<file path="src/rtl/cnt_seq_ctrl_if.sv">
// cnt_seq_ctrl_if: command handshake carrying {start, end, mode} into the counter sequencer.
interface cnt_seq_ctrl_if #(
    parameter int W = 8
);
    logic         cmd_valid;
    logic         cmd_ready;
    logic [W-1:0] cmd_start;
    logic [W-1:0] cmd_end;
    logic         cmd_mode;

    modport master (
        output cmd_valid,
        output cmd_start,
        output cmd_end,
        output cmd_mode,
        input  cmd_ready
    );

    modport slave (
        input  cmd_valid,
        input  cmd_start,
        input  cmd_end,
        input  cmd_mode,
        output cmd_ready
    );
endinterface

</file>
<file path="src/rtl/cnt_seq_ctrl.sv">
// cnt_seq_ctrl: command-driven sequencer for an 8-bit loadable up-counter.
// Optional en prescaler enabled by defining CNT_SEQ_PRESCALE_EN.
module cnt_seq_ctrl #(
    parameter int W       = 8,
    parameter int PRESC_W = 4
) (
    input  logic               clk,
    input  logic               arst_n,
    cnt_seq_ctrl_if.slave      cmd,
    input  logic               i_abort,
`ifdef CNT_SEQ_PRESCALE_EN
    input  logic [PRESC_W-1:0] i_presc_div,
`endif
    input  logic [W-1:0]       i_cnt_q,
    output logic               o_ctr_load,
    output logic [W-1:0]       o_ctr_load_val,
    output logic               o_ctr_en,
    output logic               o_ctr_oe,
    output logic               o_busy,
    output logic               o_done
);
    typedef enum logic [1:0] {IDLE, LOAD, RUN} state_t;

    state_t       r_state;
    state_t       w_next;
    logic [W-1:0] r_start;
    logic [W-1:0] r_end;
    logic         r_mode;
    logic         r_done;
    logic         r_oe_keep;
    logic         w_accept;
    logic         w_term;
    logic         w_run_term;
    logic         w_tick;

    if (PRESC_W < 1) begin : g_bad_presc_w
        $error("PRESC_W must be at least 1");
    end

    assign w_accept   = (r_state == IDLE) && cmd.cmd_valid;
    assign w_term     = (i_cnt_q == r_end);
    assign w_run_term = (r_state == RUN) && !i_abort && w_term;

    always_ff @(posedge clk or negedge arst_n) begin
        if (!arst_n) r_state <= IDLE;
        else r_state <= w_next;
    end

    always_comb begin
        w_next = r_state;
        case (r_state)
            IDLE:    w_next = cmd.cmd_valid ? LOAD : IDLE;
            LOAD:    w_next = i_abort ? IDLE : RUN;
            RUN:     w_next = i_abort ? IDLE : w_term ? (r_mode ? LOAD : IDLE) : RUN;
            default: w_next = IDLE;
        endcase
    end

    always_comb begin
        cmd.cmd_ready  = (r_state == IDLE);
        o_busy         = (r_state != IDLE);
        o_ctr_load     = (r_state == LOAD) && !i_abort;
        o_ctr_en       = (r_state == RUN) && !i_abort && !w_term && w_tick;
        o_ctr_oe       = (r_state != IDLE) || r_oe_keep;
        o_ctr_load_val = r_start;
        o_done         = r_done;
    end

    // oe_keep holds the finished one-shot's result visible; any abort or new command drops it
    always_ff @(posedge clk or negedge arst_n) begin
        if (!arst_n) begin
            r_start   <= '0;
            r_end     <= '0;
            r_mode    <= 1'b0;
            r_done    <= 1'b0;
            r_oe_keep <= 1'b0;
        end else begin
            if (w_accept) begin
                r_start <= cmd.cmd_start;
                r_end   <= cmd.cmd_end;
                r_mode  <= cmd.cmd_mode;
            end
            r_done    <= w_run_term;
            r_oe_keep <= (w_accept || i_abort) ? 1'b0 : (w_run_term && !r_mode) ? 1'b1 : r_oe_keep;
        end
    end

`ifdef CNT_SEQ_PRESCALE_EN
    logic [PRESC_W-1:0] r_presc_div;
    logic [PRESC_W-1:0] r_presc_cnt;

    assign w_tick = (r_presc_cnt == r_presc_div);

    always_ff @(posedge clk or negedge arst_n) begin
        if (!arst_n) begin
            r_presc_div <= '0;
            r_presc_cnt <= '0;
        end else begin
            if (w_accept) r_presc_div <= i_presc_div;
            if (r_state == LOAD) r_presc_cnt <= '0;
            else if (r_state == RUN) r_presc_cnt <= w_tick ? '0 : r_presc_cnt + 1'b1;
        end
    end
`else
    assign w_tick = 1'b1;
`endif
endmodule
</file>
<file path="src/flat_wrapper.sv">
// flat-port wrapper written by rule: the top's interface ports become plain ports
module cnt_seq_ctrl_flat 
#(
    parameter int W       = 8,
    parameter int PRESC_W = 4
)
  (clk, arst_n, i_abort, i_cnt_q, o_ctr_load, o_ctr_load_val, o_ctr_en, o_ctr_oe, o_busy, o_done, cmd_cmd_valid, cmd_cmd_start, cmd_cmd_end, cmd_cmd_mode, cmd_cmd_ready);
  cnt_seq_ctrl_if #(.W(W)) cmd_i ();
  input  logic clk;
  input  logic arst_n;
  input  logic i_abort;
  input  logic [W-1:0] i_cnt_q;
  output logic o_ctr_load;
  output logic [W-1:0] o_ctr_load_val;
  output logic o_ctr_en;
  output logic o_ctr_oe;
  output logic o_busy;
  output logic o_done;
  input wire logic [$bits(cmd_i.cmd_valid)-1:0] cmd_cmd_valid;
  input wire logic [$bits(cmd_i.cmd_start)-1:0] cmd_cmd_start;
  input wire logic [$bits(cmd_i.cmd_end)-1:0] cmd_cmd_end;
  input wire logic [$bits(cmd_i.cmd_mode)-1:0] cmd_cmd_mode;
  output wire logic [$bits(cmd_i.cmd_ready)-1:0] cmd_cmd_ready;
  assign cmd_i.cmd_valid = cmd_cmd_valid;
  assign cmd_i.cmd_start = cmd_cmd_start;
  assign cmd_i.cmd_end = cmd_cmd_end;
  assign cmd_i.cmd_mode = cmd_cmd_mode;
  assign cmd_cmd_ready = cmd_i.cmd_ready;
  cnt_seq_ctrl #(.W(W), .PRESC_W(PRESC_W)) u_core (.clk(clk), .arst_n(arst_n), .cmd(cmd_i), .i_abort(i_abort), .i_cnt_q(i_cnt_q), .o_ctr_load(o_ctr_load), .o_ctr_load_val(o_ctr_load_val), .o_ctr_en(o_ctr_en), .o_ctr_oe(o_ctr_oe), .o_busy(o_busy), .o_done(o_done));
endmodule
</file>
<file path="config.mk">
export PLATFORM = sky130hd
export DESIGN_NAME = cnt_seq_ctrl_flat
export DESIGN_NICKNAME = d
export VERILOG_FILES = /design/src/rtl/cnt_seq_ctrl_if.sv /design/src/rtl/cnt_seq_ctrl.sv /design/src/flat_wrapper.sv
export SDC_FILE = /design/constraint.sdc
export NUM_CORES = 1
export LEC_CHECK = 0
export CAP_MARGIN = 5
export CORE_ASPECT_RATIO = 1.4
export CORE_MARGIN = 2
export CORE_UTILIZATION = 43
export DETAILED_ROUTE_END_ITERATION = 6
export HOLD_SLACK_MARGIN = 0.05
export PLACE_DENSITY_LB_ADDON = 0.08
export SETUP_SLACK_MARGIN = 0.15
export SLEW_MARGIN = 15
export SYNTH_ARGS = -nofsm -noshare
export SYNTH_HDL_FRONTEND = slang
export SYNTH_SLANG_ARGS = --single-unit
</file>
<file path="constraint.sdc">
create_clock -name clk -period 3.9 [get_ports clk]
set_input_delay 0.39 -clock clk [delete_from_list [all_inputs] [get_ports clk]]
set_output_delay 0.39 -clock clk [all_outputs]
set_load 0.1 [all_outputs]
</file>
After elaboration in Yosys (flattened, before gate mapping)
Index checks and enable logic that the tools add are counted.
{ "totals": {"inputBits": 29, "out_inout_bits": 14, "ff_bits": 21, "wordCells": 31} }
{ "classes": {"n_reduce_logical": 14, "mux": 8, "n_eq_ne": 3} }
{ "ops": {"columns": ["op", "n"], "rows": [
  ["8-bit == test", 1],
  ["1-bit logical AND", 6],
  ["2-bit two-way mux", 3],
  ["2-bit case mux with 3 select lines", 1],
  ["1-bit two-way mux", 4],
  ["2-bit nonzero test", 2],
  ["1-bit logical NOT", 3],
  ["2-bit by 1-bit == test with 1-bit output, second input constant", 1],
  ["2-bit == test, second input constant", 1],
  ["2-bit logical NOT", 1],
  ["1-bit logical OR", 2]
]} }

Longest topological paths before layout
Gate-level depths: netlist of run 1.
{ "logic_depth": {"ltp_word": 6, "mapped_depth": 7, "mapped_depth_nobuf": 5} }

Worst setup path before layout of run 1
OpenSTA, ideal clock, no wires.
{ "synth_timing": {"path_kind": "in2out", "start": "in i_abort", "end": "out o_ctr_load", "path_stages": 1, "setup_slack_ns": 0.871, "required_ns": 3.510, "t_arrival_ns": 2.639, "path_buffers": 0, "path_cell_list": "nor3b_1"} }
{ "synth_between": {"elab_chain_len": 2} }
{ "synth_lines": {"columns": ["element", "line_no", "rtl"], "rows": [
  ["from (decl)", "flat_wrapper.sv:11", "input logic i_abort;"],
  ["1-bit logical NOT", "cnt_seq_ctrl.sv:62", "o_ctr_load = (r_state == LOAD) && !i_abort;"],
  ["1-bit logical AND", "cnt_seq_ctrl.sv:62", null],
  ["to (decl)", "flat_wrapper.sv:13", "output logic o_ctr_load;"]
]} }
No other way between the ends.

Final worst setup path of run 1
{ "layout_timing": {"start": "reg u_core.r_state[0]", "end": "out o_ctr_oe"} }
{ "layout_between": {"elab_chain_len": 2} }
{ "layout_lines": {"columns": ["element", "line_no", "rtl"], "rows": [
  ["from (decl)", "cnt_seq_ctrl.sv:24", "state_t r_state;"],
  ["from (signal assigned)", "cnt_seq_ctrl.sv:46", "else r_state <= w_next;"],
  ["2-bit nonzero test", "cnt_seq_ctrl.sv:64", "o_ctr_oe = (r_state != IDLE) || r_oe_keep;"],
  ["1-bit logical OR", "cnt_seq_ctrl.sv:64", null],
  ["to (decl)", "flat_wrapper.sv:16", "output logic o_ctr_oe;"]
]} }
No other way between the ends.

==> results.ini, run 1 <==
[outcome]
status = complete, no violations

[layout]
area_growth_pct = 46.1
layout_common_cells = 40 x clkdlybuf4s50_1, 21 x dfrtp_1, 9 x mux2_2
drive_above_1_share_pct = 25.7
final_common_cell = clkdlybuf4s50_1
antenna_cells = 0
nNetsFinal = 139

[timing]
slew_viol_final = 0
post-route-min-period_ns = 2.55
finalSetupViolCount = 0
hold_viol_final = 0
fin_crit_sh_pct = 65.3
worstMarginPinSlew_ns = 0.980
max_slew_margin_pct = 34.5
fmax_mhz = 393
fin_skew_ns = 0.00666
finalSetupTns_ns = 0
rsz0062_at_grt = false

[global_route]
grt_pass1_vias = 720
overflow = 0
track_usage_pct = 15.7
grt_max_degree = 22
grt_pass1_wl_um = 3000
grt_antenna_before_repair = 0

[floorplanning]
start_util_pct = 44.8
fp.coreArea_um2 = 2130
dieArea_um2 = 2610
die-height_um = 59.7
rows = 20
ios = 43
die_w_um = 43.8

[clocking]
clk_latency_ns = 0.30
clock_sinks = 21
cts-resized-gates = 0
cts_tree = yes
clk_pin_slew_ns = 0.12
numCtsBuffers = 3
ctsHtreeMaxLevel = 1
ctsHoldBuffers = 0
cts_max_path_buffers = 2
root_buffer = clkbuf_4
postCtsSetupRepairBufs = 0

[critical_path]
cp_slowest_stage_delay_ns = 0.97
cp_slowest_cell = clkdlybuf4s50_1
crit_chain = or3_2, clkdlybuf4s50_1
path_delay_family = buffers and inverters
required_ns = 3.51
path_max_fanout = 4
arrival_ns = 2.16
start_kind = flop
crit_type = flop to output pin
cp-end-kind = output pin
worst-path-buf-inv = 1

[route]
dr.pass1.iters = 2
vias = 649
antenna_left = 0
vias_per_cell = 4.95
wirelength_um = 1710
drt_iter0_drc = 3
avgRoutedWirePerCell_um = 13.0
drc = 0

[min_path]
hp-class = flop to flop

[logic_synthesis]
syn_inst = 65
postSynthAreaPerCell_um2 = 14.6
synth_nets = 94
synth_cell_types = 18
seq_area_frac_synth_pct = 55.2
syn_area_um2 = 952
synth-seq-cells = 21
ys_warn_count = 0

[power]
p_comb_share_pct = 52.9
p_per_area_nw_per_um2 = 615
p_leak_nw = 0.598
power_frac_seq_pct = 35.3
p_int_mw = 0.465
switchingPower_mw = 0.391
power_mw = 0.856
power_frac_clock_pct = 11.8
sw_frac_of_total_pct = 45.7
irDropWorstVdd_mv = 0.424

[placement]
place.gp.congestion = 0.717
dp_hpwl_um = 1290
place.port_buffers = 42

[run]
maxCapViolations = 0

-- worst reg2reg max path, delay by kind of cell, from the launching register on --
family,cells,cell delay [ns]
multiplexers,1,0.39
AND/OR/NAND/NOR,2,0.58
buffers and inverters,1,0.05
flip-flops,1,0.42
-- synth_stat cells --
master,number,area share (%)
dfrtp_1,21,55
mux2_2,9,11
mux2_4,8,13
xnor2_1,8,7.4
nor2_1,4,1.6
nand4_1,2,1.3
nor3b_1,2,1.6
a21o_1,1,0.79
a21o_2,1,0.92
and2_4,1,0.92
buf_12,1,2.1
buf_6,1,1.2
inv_2,1,0.39
nand2_1,1,0.39
nor3_1,1,0.53
o21bai_1,1,0.79
or2_4,1,0.92
or3_2,1,0.79
-- power groups by stage --
stage	combinational (mW)	clock, mW	sequential [mW]
after floorplan	0.185	0	0.470
after global routing	0.473	0.113	0.310
after global placement	0.454	0	0.303
after CTS	0.457	0.106	0.302
final	0.453	0.101	0.302
after detailed placement	0.455	0	0.306
-- sequential cells by signal (all words and copies together) (netlist names) --
signal / cells
u_core.o_ctr_load_val: 8
u_core.r_end: 8
u_core.r_state: 2
u_core.o_done: 1
u_core.r_mode: 1
u_core.r_oe_keep: 1
-- cell type report --
class                      count  area [um2]
clock inverter                 1        5.00
timing repair buffer          42         415
clock buffer                   3        22.5
inverter                       1        3.75
fill                         165         736
tap                           22        27.5
multi-input combinational     41         392
sequential                    21         526
-- path summary, 6_finish.rpt --
| check | startpoint | endpoint | slack, ns | cells past startpoint |
|---|---|---|---|---|
| setup / recovery | u_core.r_state[0] | o_ctr_oe | 1.35 | 2 |
| setup reg to reg | u_core.r_state[0] | u_core.r_end[7] | 2.36 | 4 |
| hold reg to reg | u_core.o_ctr_load_val[7] | u_core.o_ctr_load_val[7] | 0.52 | 1 |
| min in group asynchronous | arst_n | u_core.o_ctr_load_val[1] | 0.59 | 1 |
| max in group asynchronous | arst_n | u_core.r_end[5] | 2.77 | 1 |
| hold / removal | u_core.o_ctr_load_val[7] | u_core.o_ctr_load_val[7] | 0.52 | 1 |
-- routing by layer --
metal / GRT usage (%) / up-vias / wire, um
met2: 25.6 / 22 / 882
met1: 19.5 / 318 / 709
met5: 0 / - / 0
met3: 2.11 / 2 / 95
met4: 9.09 / 0 / 19
li1: - / 307 / -
-- kinds of logic (layout without fill, tap and decap cells) --
kind of cell	Yosys count	count (layout)	synth area share [%]
DFF	21	21	55.2
xor gates and xnor gates	8	8	7.36
and+or+nand+nor	13	13	8.01
muxes	17	17	23.3
AOI/OAI and AO/OA	3	3	2.50
buffers and inverters	3	47	3.68
-- stage by stage --
step | worst slack (ns) | area, um2 | util, % | instances | hold WS (ns)
6_report | 1.35 | 1390 | 65.4 | 131 | 0.521
5_1_grt | 1.27 | 1390 | 65.4 | 131 | 0.538
4_1_cts | 1.34 | 1390 | 65.4 | 131 | 0.525
3_5_place_dp | 1.69 | 1360 | 64.1 | 127 | 0.497
3_3_place_gp | 1.70 | 1360 | 64.1 | 127 | 0.492
2_1_floorplan | 0.871 | 952 | - | 65 | 0.0944
No activity file was read; power rests on OpenSTA's default activity.
==> run 2, diff against run 1 <==
- CORE_UTILIZATION: 43 -> 40
- clock period: 3.9 -> 2.35 ns (I/O delays scaled with it)
==> results.ini, run 2 (same netlist as run 1, synthesis figures left out) <==
[layout]
area_growth_pct = 45.5
final_common_cell = clkdlybuf4s50_1
instances_no_fill = 132  ; +0.76%
nNetsFinal = 140  ; +0.72%
design_area_um2 = 1390  ; -0.45%
fin_util_pct = 62.9  ; -2.5 points
nFillCells = 184  ; +12%
layout_common_cells = 28 x clkdlybuf4s50_1, 21 x dfrtp_1, 14 x buf_4
antenna_cells = 0  ; unchanged
drive_above_1_share_pct = 37.3  ; +12 points

[clocking]
numCtsBuffers = 3  ; unchanged
ctsHoldBuffers = 0  ; unchanged
ctsHtreeMaxLevel = 1  ; unchanged
postCtsSetupRepairBufs = 0  ; unchanged
clock_sinks = 21  ; unchanged
root_buffer = clkbuf_4
clk_latency_ns = 0.29  ; about the same
clk_pin_slew_ns = 0.11  ; about the same
cts_max_path_buffers = 2  ; unchanged
cts_tree = yes
cts-resized-gates = 0  ; unchanged

[power]
irDropWorstVdd_mv = 0.626  ; +47%
sw_frac_of_total_pct = 45.9  ; +0.22 points
p_int_mw = 0.761  ; +64%
power_frac_seq_pct = 35.7  ; +0.4 points
power_frac_clock_pct = 11.9  ; about the same
switchingPower_mw = 0.646  ; +65%
power_mw = 1.41  ; +64%
p_leak_nw = 0.617  ; +3.2%
p_comb_share_pct = 52.4  ; -0.5 points
p_per_area_nw_per_um2 = 1020  ; +65%

[timing]
fin_ws_ns = 0.552  ; -0.803 ns
hold_viol_final = 0  ; unchanged
max_slew_margin_pct = 80.2  ; +46 points
hold_ws_ns = 0.275  ; -0.246 ns
fmax_mhz = 556
finalSetupTns_ns = 0  ; unchanged
worstMarginPinSlew_ns = 0.297  ; -0.683 ns
fin_crit_sh_pct = 76.5
rsz0062_at_grt = false
finalSetupViolCount = 0  ; unchanged
post-route-min-period_ns = 1.80
slew_viol_final = 0  ; unchanged
fin_skew_ns = 0.00297  ; -0.00369 ns

[placement]
place.gp.congestion = 0.756  ; +5.5%
place.port_buffers = 42  ; unchanged
placedCellCount = 128  ; +0.79%
dp_hpwl_um = 1360  ; +5.6%
dp_slack_ns = 0.607  ; -1.09 ns
dpl_cell_area_um2 = 1360  ; -0.37%

[floorplanning]
fp.coreArea_um2 = 2200  ; +3.5%
dieArea_um2 = 2790  ; +6.9%
rows = 20  ; unchanged
die_w_um = 45.2  ; +3.3%
ios = 43  ; unchanged
die-height_um = 61.7  ; +3.4%
start_util_pct = 43.2  ; -1.5 points

[critical_path]
crit_chain = xnor2_1, nand4_1, nor2_1, nor2_1, buf_12
crit_path_frequent_cell = nor2_1
start_kind = flop
cp_slowest_stage_delay_ns = 0.42  ; -0.55 ns
required_ns = 2.12  ; -1.39 ns
cp_slowest_cell = dfrtp_1
cp-end-kind = output pin
arrival_ns = 1.56  ; -0.60 ns
crit_type = flop to output pin
path_max_fanout = 3  ; -1

[global_route]
grt_max_degree = 22  ; unchanged
grt-busiest-layer = met2
grt_antenna_before_repair = 0  ; unchanged
overflow = 0  ; unchanged
grt_use_met2_pct = 24.3  ; -1.3 points
grt_pass1_wl_um = 2770  ; -7.6%
grt_use_met1_pct = 15.0  ; -4.6 points
track_usage_pct = 13.8  ; -1.9 points
use_met3_pct = 3.47  ; +1.4 points
grt_pass1_vias = 677  ; -6.0%

[route]
vias_per_cell = 5.05  ; +2.0%
drt_iter0_drc = 5  ; +2
wirelength_um = 1730  ; +1.4%
dr.pass1.iters = 4  ; +2
vias = 667  ; +2.8%
avgRoutedWirePerCell_um = 13.1  ; +0.64%
drc = 0  ; unchanged
antenna_left = 0  ; unchanged

[run]
maxCapViolations = 0  ; unchanged

[outcome]
status = complete, no violations

[min_path]
hp-class = input port to async pin

[run 2: cell count changes in the layout (fill, tap and decap cells not counted)]
cell / delta
buf_12: +1
buf_4: +12
clkbuf_1: +1
clkdlybuf4s50_1: -12
clkinv_2: -1
nor3b_1: -1
nor3b_2: +1
[run 2: power by group through the flow]
stage	Combinational, mW	Clock (mW)	Sequential [mW]
after global placement	0.738	0	0.507
after detailed placement	0.743	0	0.511
after floorplan	0.308	0	0.781
after CTS	0.744	0.174	0.504
after global routing	0.764	0.188	0.514
final	0.738	0.167	0.503
[run 2: area by class of cell]
class	instances	area, um2	area share, %
timing repair buffer	43	405	29.3
multi-input combinational	41	397	28.6
clock buffer	4	26.3	1.90
tap	22	27.5	1.99
sequential	21	526	37.9
inverter	1	3.75	0.271
[run 2: final timing paths]
path,from,end,cells after the start,slack [ns]
min reg2reg,u_core.o_ctr_load_val[7],u_core.o_ctr_load_val[7],1,0.52
max,u_core.r_end[5],o_ctr_en,5,0.55
min in group clk,u_core.o_ctr_load_val[7],u_core.o_ctr_load_val[7],1,0.52
max reg2reg,u_core.r_state[0],u_core.r_end[7],4,0.80
min,arst_n,u_core.r_end[5],2,0.28
max in group asynchronous,arst_n,u_core.r_end[2],2,1.87
[run 2: worst max-delay path, delay by kind of cell (launching register included)]
kind / cells / cell delay (ns)
flip-flops: 1 / 0.42
AND/OR/NAND/NOR: 3 / 0.51
XOR/XNOR: 1 / 0.17
buffers and inverters: 1 / 0.18
[run 2: layer usage]
| metal | vias to the layer above | share of wire, % |
|---|---|---|
| met5 | - | 0 |
| met4 | 0 | 1.1 |
| met3 | 2 | 5.5 |
| met2 | 23 | 55 |
| met1 | 327 | 38 |
| li1 | 315 | - |
==> run 3, diff against run 2 <==
- CORE_UTILIZATION: 40 -> 36
- clock period: 2.35 -> 1.5 ns (I/O delays scaled with it)
==> results.ini, run 3 (same netlist as run 1, synthesis figures left out) <==
[timing]
fin_crit_sh_pct = 109
fmax_mhz = 614
max_slew_margin_pct = 82.5  ; +2.3 points
worstMarginPinSlew_ns = 0.260  ; -0.0370 ns
fin_skew_ns = 0.00914  ; +0.00617 ns
finalSetupViolCount = 8  ; +8
slew_viol_final = 0  ; unchanged
hold_viol_final = 0  ; unchanged
rsz0062_at_grt = true
fin_ws_ns = -0.128  ; -0.680 ns
post-route-min-period_ns = 1.63

[power]
power_frac_clock_pct = 9.6  ; -2.3 points
p_comb_share_pct = 59.8  ; +7.4 points
p_int_mw = 1.57  ; +110%
p_per_area_nw_per_um2 = 1480  ; +46%
p_leak_nw = 0.810  ; +31%
switchingPower_mw = 1.12  ; +74%
sw_frac_of_total_pct = 41.8  ; -4.1 points
irDropWorstVdd_mv = 1.21  ; +93%
power_frac_seq_pct = 30.5  ; -5.2 points

[layout]
antenna_cells = 0  ; unchanged
multi_input_area_um2 = 455  ; +15%
drive_above_1_share_pct = 48.0  ; +11 points
area_growth_pct = 90.5
nFillCells = 212  ; +15%
layout_common_cells = 28 x clkdlybuf4s50_1, 21 x dfrtp_1, 17 x mux2_4
seq_area_um2 = 526  ; unchanged
instances_no_fill = 161  ; +22%
design_area_um2 = 1810  ; +31%
final_common_cell = clkdlybuf4s50_1
nNetsFinal = 155  ; +11%

[route]
met1_length_um = 779  ; +18%
routed-wl-met3_um = 88  ; -8.3%
wirelength_um = 2010  ; +16%
vias = 729  ; +9.3%
drt_iter0_drc = 4  ; -1
drc = 0  ; unchanged
dr.pass1.iters = 3  ; -1
met2WireLength_um = 1120  ; +18%
vias_per_cell = 4.53  ; -10%
avgRoutedWirePerCell_um = 12.5  ; -4.7%
antenna_left = 0  ; unchanged
top_layer_used = met4

[floorplanning]
rows = 22  ; +10%
die-height_um = 64.9  ; +5.1%
dieArea_um2 = 3080  ; +10%
ios = 43  ; unchanged
start_util_pct = 37.2  ; -6.0 points
fp.coreArea_um2 = 2560  ; +16%
die_w_um = 47.5  ; +4.9%

[global_route]
grt_antenna_before_repair = 0  ; unchanged
track_usage_pct = 15.0  ; +1.2 points
grt_pass1_wl_um = 3330  ; +20%
grt_pass1_vias = 745  ; +10%
grt_max_degree = 22  ; unchanged
overflow = 0  ; unchanged

[clocking]
cts_max_path_buffers = 2  ; unchanged
clk_pin_slew_ns = 0.12  ; about the same
cts_tree = yes
numCtsBuffers = 3  ; unchanged
ctsHtreeMaxLevel = 1  ; unchanged
root_buffer = clkbuf_4
ctsHoldBuffers = 0  ; unchanged
clock_sinks = 21  ; unchanged
clk_latency_ns = 0.30  ; about the same

[critical_path]
arrival_ns = 1.48  ; -0.08 ns
worst-r2r-setup-slack_ns = -0.01  ; -0.81 ns
required_ns = 1.35  ; -0.77 ns
cp-end-kind = output pin
worstRegToRegCells = 5  ; +1
start_kind = flop
timing.rr.start = u_core.r_state[1]
r2r-end = u_core.r_end[1]
cp-startpoint = u_core.r_end[4]
path_max_fanout = 2  ; -1
crit_type = flop to output pin

[outcome]
status = finished with violations
violations = negative setup slack

[placement]
placedCellCount = 147  ; +15%
dp_hpwl_um = 1350  ; -0.49%
place.gp.congestion = 0.738  ; -2.4%
place.port_buffers = 42  ; unchanged
dpl_cell_area_um2 = 1610  ; +18%

[min_path]
hp-class = input port to async pin

[run]
maxCapViolations = 0  ; unchanged

-- run 3: cell types whose count changed in the layout (fill, tap and decap cells not counted), sizes merged --
cell / previous run / this run
clkbuf: 4 / 3
buf: 15 / 30
clkinv: 0 / 1
-- run 3: power by group through the flow --
stage                     clock network, mW  logic, mW  registers [mW]
after floorplan                           0      0.513            1.23
after global placement                    0       1.44           0.824
after detailed placement                  0       1.45           0.828
after CTS                             0.274       1.57           0.821
after global routing                  0.304       1.67           0.838
final                                 0.260       1.61           0.821
-- run 3: worst max-delay path: stages, from the launching register on --
cell	delay, ns
dfrtp_1	0.42
xnor2_1	0.15
nand4_1	0.19
nor2_2	0.21
nor2_4	0.06
buf_12	0.16
-- run 3: what timing repair did --
action	in CTS	in global routing
endpoints found under the setup margin	23	26
pin swaps	11	3
gates resized for setup	12	5
buffers inserted	4	5
gates cloned	1	0
-- run 3: metrics by stage --
stage	TNS [ns]	setup slack (ns)	power (mW)	hold WS [ns]	util (%)
floorplan	-4.95	-0.322	1.74	-0.146	-
global placement	-0.336	-0.0503	2.26	0.495	62.8
detailed placement	-0.381	-0.0494	2.27	0.502	62.8
CTS	-0.291	-0.106	2.66	0.182	68.7
global route	-0.911	-0.249	2.81	0.196	70.9
finish	-0.185	-0.128	2.69	0.178	70.9
-- run 3: area by class of cell --
| type | instances | area share [%] |
|---|---|---|
| repair buffers | 58 | 41.0 |
| flip-flops and latches | 21 | 29.0 |
| multi-input cells | 41 | 25.1 |
| well taps | 36 | 2.48 |
| clock buffers | 3 | 1.24 |
| inverters | 1 | 0.897 |
| clock inverters | 1 | 0.276 |
-- run 3: worst max path at each step --
stage                                     endpoint  slack [ns]  depth (start not counted)
final                                     o_ctr_en       -0.13                          5
after global routing                      o_ctr_en       -0.25                          5
after CTS                                 o_ctr_en       -0.11                          5
after detailed placement           u_core.r_end[1]       -0.05                          4
after global placement                    o_ctr_en       -0.05                          6
after floorplan           u_core.o_ctr_load_val[0]       -0.32                          6
-- run 3: per-layer routing --
metal  track usage, %  vias up
li1                 -      342
met1             19.2      366
met2             23.8       19
met3             3.06        2
met4             6.25        0
met5                0        -
